`src/rtl/nios2_mul_pkg.sv`:
```
// nios2_mul_pkg: opcode encoding, cell latency and sign decode for the multiply sequencer
package nios2_mul_pkg;

    localparam logic [1:0] MUL_OP_MUL = 2'd0;
    localparam logic [1:0] MUL_OP_XSS = 2'd1;
    localparam logic [1:0] MUL_OP_XSU = 2'd2;
    localparam logic [1:0] MUL_OP_XUU = 2'd3;

    localparam int MUL_LAT = 2;

    // returns {signa, signb}; only the mixed/signed high-word forms treat operands as signed
    function automatic logic [1:0] mul_op_signs(input logic [1:0] op);
        return {op == MUL_OP_XSS || op == MUL_OP_XSU, op == MUL_OP_XSS};
    endfunction

endpackage

```
`src/rtl/nios2_mul_stage_reg.sv`:
```
// nios2_mul_stage_reg: valid/op/tag pipeline register with enable and flush
module nios2_mul_stage_reg #(
    parameter int TAG_W = 5
) (
    input  logic             clk,
    input  logic             reset,
    input  logic             i_en,
    input  logic             i_flush,
    input  logic             i_vld,
    input  logic [1:0]       i_op,
    input  logic [TAG_W-1:0] i_tag,
    output logic             o_vld,
    output logic [1:0]       o_op,
    output logic [TAG_W-1:0] o_tag
);
    import nios2_mul_pkg::*;

    logic             r_vld;
    logic [1:0]       r_op;
    logic [TAG_W-1:0] r_tag;

    // flush kills the valid even while stalled; op/tag just follow the enable
    always_ff @(posedge clk or posedge reset) begin
        if (reset) begin
            r_vld <= 1'b0;
            r_op  <= MUL_OP_MUL;
            r_tag <= '0;
        end else begin
            if (i_flush)
                r_vld <= 1'b0;
            else if (i_en)
                r_vld <= i_vld;
            if (i_en) begin
                r_op  <= i_op;
                r_tag <= i_tag;
            end
        end
    end

    assign o_vld = r_vld;
    assign o_op  = r_op;
    assign o_tag = r_tag;

endmodule

```
`src/rtl/nios2_qsys_mul_sequencer.sv`:
```
// nios2_qsys_mul_sequencer: issue/retire control around the 2-stage hard multiplier cell
module nios2_qsys_mul_sequencer #(
    parameter int TAG_W   = 5,
    parameter int MUL_LAT = nios2_mul_pkg::MUL_LAT
) (
    input  logic             clk,
    input  logic             reset,
    input  logic             in_valid,
    output logic             in_ready,
    input  logic [1:0]       in_op,
    input  logic [31:0]      in_src1,
    input  logic [31:0]      in_src2,
    input  logic [TAG_W-1:0] in_tag,
    input  logic             flush,
    output logic [31:0]      E_src1_mul_cell,
    output logic [31:0]      E_src2_mul_cell,
    output logic             E_ctrl_mul_shift_src1_signed,
    output logic             E_ctrl_mul_shift_src2_signed,
    output logic             M_en,
    output logic             A_en,
    input  logic [63:0]      A_mul_cell_result,
    output logic             out_valid,
    input  logic             out_ready,
    output logic [31:0]      out_result,
    output logic [TAG_W-1:0] out_tag,
    output logic             busy
);
    import nios2_mul_pkg::*;

    if (MUL_LAT != 2) begin : g_lat_check
        $error("nios2_qsys_mul_sequencer: the multiplier cell latency is fixed at 2");
    end

    logic             w_advance;
    logic             w_m_vld;
    logic             w_a_vld;
    logic [1:0]       w_m_op;
    logic [1:0]       w_a_op;
    logic [1:0]       w_signs;
    logic [TAG_W-1:0] w_m_tag;
    logic [TAG_W-1:0] w_a_tag;

    // the whole pipe, cell included, moves only when the A slot is empty or draining
    assign w_advance = ~w_a_vld | out_ready;
    assign M_en      = w_advance;
    assign A_en      = w_advance;
    assign in_ready  = w_advance & ~flush;

    // operands go straight to the cell; it only samples them on an M_en edge
    assign w_signs                      = mul_op_signs(in_op);
    assign E_src1_mul_cell              = in_src1;
    assign E_src2_mul_cell              = in_src2;
    assign E_ctrl_mul_shift_src1_signed = w_signs[1];
    assign E_ctrl_mul_shift_src2_signed = w_signs[0];

    nios2_mul_stage_reg #(.TAG_W(TAG_W)) u_m_stage (
        .clk     (clk),
        .reset   (reset),
        .i_en    (w_advance),
        .i_flush (flush),
        .i_vld   (in_valid & in_ready),
        .i_op    (in_op),
        .i_tag   (in_tag),
        .o_vld   (w_m_vld),
        .o_op    (w_m_op),
        .o_tag   (w_m_tag)
    );

    nios2_mul_stage_reg #(.TAG_W(TAG_W)) u_a_stage (
        .clk     (clk),
        .reset   (reset),
        .i_en    (w_advance),
        .i_flush (flush),
        .i_vld   (w_m_vld),
        .i_op    (w_m_op),
        .i_tag   (w_m_tag),
        .o_vld   (w_a_vld),
        .o_op    (w_a_op),
        .o_tag   (w_a_tag)
    );

    // a squash cycle must not complete a result handshake
    assign out_valid  = w_a_vld & ~flush;
    assign out_tag    = w_a_tag;
    assign out_result = (w_a_op == MUL_OP_MUL) ? A_mul_cell_result[31:0] : A_mul_cell_result[63:32];
    assign busy       = w_m_vld | w_a_vld;

endmodule

```
`config.mk`:
```
export PLATFORM = sky130hd
export DESIGN_NAME = nios2_qsys_mul_sequencer
export DESIGN_NICKNAME = d
export VERILOG_FILES = /design/src/rtl/nios2_mul_pkg.sv /design/src/rtl/nios2_mul_stage_reg.sv /design/src/rtl/nios2_qsys_mul_sequencer.sv
export SDC_FILE = /design/constraint.sdc
export NUM_CORES = 1
export LEC_CHECK = 0
export ABC_AREA = 1
export BUFFER_PORTS_ARGS = -buffer_cell sky130_fd_sc_hd__buf_4
export CELL_PAD_IN_SITES_DETAIL_PLACEMENT = 1
export CELL_PAD_IN_SITES_GLOBAL_PLACEMENT = 1
export CORE_MARGIN = 2
export CORE_UTILIZATION = 15
export CTS_CLUSTER_SIZE = 16
export DETAILED_ROUTE_END_ITERATION = 8
export PLACE_DENSITY_LB_ADDON = 0.1
export RECOVER_POWER = 25
export REMOVE_ABC_BUFFERS = 1
export SLEW_MARGIN = 20
export SYNTH_ARGS = -nofsm -noshare
export SYNTH_HDL_FRONTEND = slang
export SYNTH_HIERARCHICAL = 1
export SYNTH_SLANG_ARGS = --single-unit
```
`constraint.sdc`:
```
create_clock -name clk -period 1.15 [get_ports clk]
set_input_delay 0.23 -clock clk [delete_from_list [all_inputs] [get_ports clk]]
set_output_delay 0.23 -clock clk [all_outputs]
set_load 0.005 [all_outputs]
```
==> impl_metrics.ini <==
[placement]
dp_slack_ns = -0.1331
dpl.hpwl_mm = 9.834
gp_congestion = 0.6974
post_dp_cell_area_um2 = 2260
io_buffer_count = 119

[cells_and_area]
area_growth_pct = 56.36
n_fill_cell = 1336
multi_input_area_um2 = 710.7
final_nets = 463
fin_area_um2 = 2614
register_area_um2 = 402.9
antenna_cells = 0
layout-drive-gt1-share = 0.5469

[setup_path]
crit_start = u_a_stage/o_op[1]
cp_max_fo = 8
cp.arrival_ns = 1.32
endpoint_kind = output pin
crit_family = flip-flops
cp_cell_sequence = nor2_4, buf_12, nand2_1, nand2_1, buf_4
worstReg2RegStart = u_a_stage/o_vld
worstPathRequired_ns = 0.92
critPathKind = reg -> out
crit_buf_inv = 2
cp-start-kind = flip-flop
max_stage_delay_ns = 0.42
slowest_stage = dfrtp_1
cpMostUsedCell = nand2_1

[floorplan]
pin_count = 248
initial_core_util = 0.1542
die_area_um2 = 12000
die_h_um = 109.6
rows = 38
core-area_um2 = 10840
dieWidth_um = 109.6

[hold_path]
min_from = in_tag[2]
hp-class = in -> reg

[grt]
grt.overflow.total = 0
antenna_found_initial = 0
grt_util_all_layers = 0.1875
grt_first_pass_wirelength_mm = 15.01
grt_pass1_vias = 1816
grt_max_degree = 25

[power_and_ir_drop]
leakagePower_nw = 1.493
powerDensity_nw_per_um2 = 727.3
p_total_mw = 1.901
max-vdd-ir-drop_mv = 0.2214

[clocking]
htreeDepth = 1
insertion_delay_ns = 0.25
cts_tree = built
cts_buffer_depth = 2
cts_sinks = 16
cts_root_buffer = clkbuf_8
cts_made_buffers = 3
clk_pin_slew_worst_paths_ns = 0.06

[drt]
vias = 1860
via_per_inst = 4.043
dr.pass1.iters = 4
final_antenna_net_count = 0
drc = 0
wl_met1_mm = 4.440
drt-wirelength-per-cell_um = 25.97
wl_met2_mm = 4.465
drt-total-wl_mm = 11.95
drt_iter0_drc = 61
top_layer_used = met5
wl_met3_mm = 2.762

[timing]
fin_crit_ns = 1.548
skew_ns = 0.003797
report.final.slew_viol_count = 0
slew_headroom = 0.7565
post-route-period-util = 1.346
setup_tns_ns = -11.80
setup_viol = 37
finalHoldViolCount = 0
fmax_mhz = 646.1
rsz0062_at_grt = true
worstMarginPinSlew_ns = 0.3649
whs_ns = 0.1848
layout_setup_ws_ns = -0.3978

[run_status]
status = finished, violations left
violations = setup timing

[yosys]
synth_cell_types = 17
postSynthCellCount = 256
yosysSeqAreaShare = 0.2395
synth_area_um2 = 1672
ys_seq_elements = 16
syn_area_per_cell_um2 = 6.530
synth_top_area_cell = buf_4
yosys_warnings = 6
synth_area_leaders = buf_4, nand2_1, dfrtp_1
synth_top_area_share = 0.2919

[job]
drv_cap = 0
## cell usage after synthesis
cell and n:
buf_12 1, nand2_1 111, buf_8 2, buf_2 3, o21ai_0 14, inv_2 1, nor2_4 1, nand3_2 2
buf_6 2, or2_2 1, inv_1 26, dfrtp_1 16, nor2_1 4, nand2_4 1, nand2_2 5, ha_1 1
buf_4 65
## metal layers
layer,vias to the layer above,global-route usage
met5,-,0.1295
li1,815,-
met3,11,0.1932
met1,825,0.2058
met4,6,0.02803
met2,203,0.2443
## power by group
group | switching (mW) | total [mW] | internal [mW]
combinational | 0.359 | 0.851 | 0.492
sequential | 0.0249 | 0.624 | 0.599
clock | 0.194 | 0.427 | 0.233
total | 0.578 | 1.90 | 1.32
## kinds of logic (layout without fill, tap and decap cells)
| kind of cell | after synthesis | in the layout | synth area share |
|---|---|---|---|
| buf+inv | 100 | 164 | 0.4049 |
| flops | 16 | 16 | 0.2395 |
| fa+ha+maj | 1 | 1 | 0.007484 |
| simple gates | 125 | 125 | 0.3061 |
| compound gates | 14 | 14 | 0.04192 |
## final timing paths
kind / endpoint / depth (start not counted) / slack (ns)
min in group asynchronous: u_m_stage/o_tag[3] / 3 / 0.49
min: u_m_stage/o_tag[2] / 3 / 0.18
max in group asynchronous: u_a_stage/o_op[0] / 3 / 0.35
min reg2reg: u_a_stage/o_tag[4] / 2 / 0.48
max: out_result[24] / 5 / -0.40
max reg2reg: u_a_stage/o_vld / 7 / 0.03
## what timing repair did
| item | in CTS | in global routing |
|---|---|---|
| setup buffers | 6 | 3 |
| gates cloned | 1 | 1 |
| setup endpoints to repair | 37 | 53 |
| gates resized for setup | 29 | 46 |
| hold endpoints to repair | 16 | 0 |
| pin swaps | 2 | 5 |
| hold buffers | 1 | 0 |
## registers in the layout, summed over array words and instances (netlist names)
| name | flops |
|---|---|
| u_m_stage/o_vld | 1 |
| u_a_stage/o_vld | 1 |
| u_a_stage/o_op | 2 |
| u_m_stage/o_op | 2 |
| u_m_stage/o_tag | 5 |
| u_a_stage/o_tag | 5 |
## layout by cell type (no fill, tap or decap), drive strengths merged
master | Yosys | layout
dlygate4sd3 | 0 | 1
ha | 1 | 1
nor2 | 5 | 5
dfrtp | 16 | 16
o21ai | 14 | 14
inv | 27 | 26
clkinv | 0 | 1
or2 | 1 | 1
nand2 | 117 | 117
buf | 73 | 132
clkbuf | 0 | 4
nand3 | 2 | 2
## layout make-up
type                            instances  share of cell area
Timing Repair Buffer                  134              0.4476
Inverter                               27             0.04356
Multi-Input combinational cell        140              0.2719
Tap cell                              140             0.06702
Clock buffer                            3             0.01580
Sequential cell                        16              0.1541
## through the flow
step,std cells,utilization
floorplan,183,-
finish,460,0.2411
global placement,448,0.2084
CTS,459,0.2297
detailed placement,448,0.2084
global route,460,0.2411
## tightest hold or removal path, stage by stage
cell     delay (ns)
buf_4          0.08
nand2_1        0.04
o21ai_0        0.06
(Power assumes the default switching activity.)
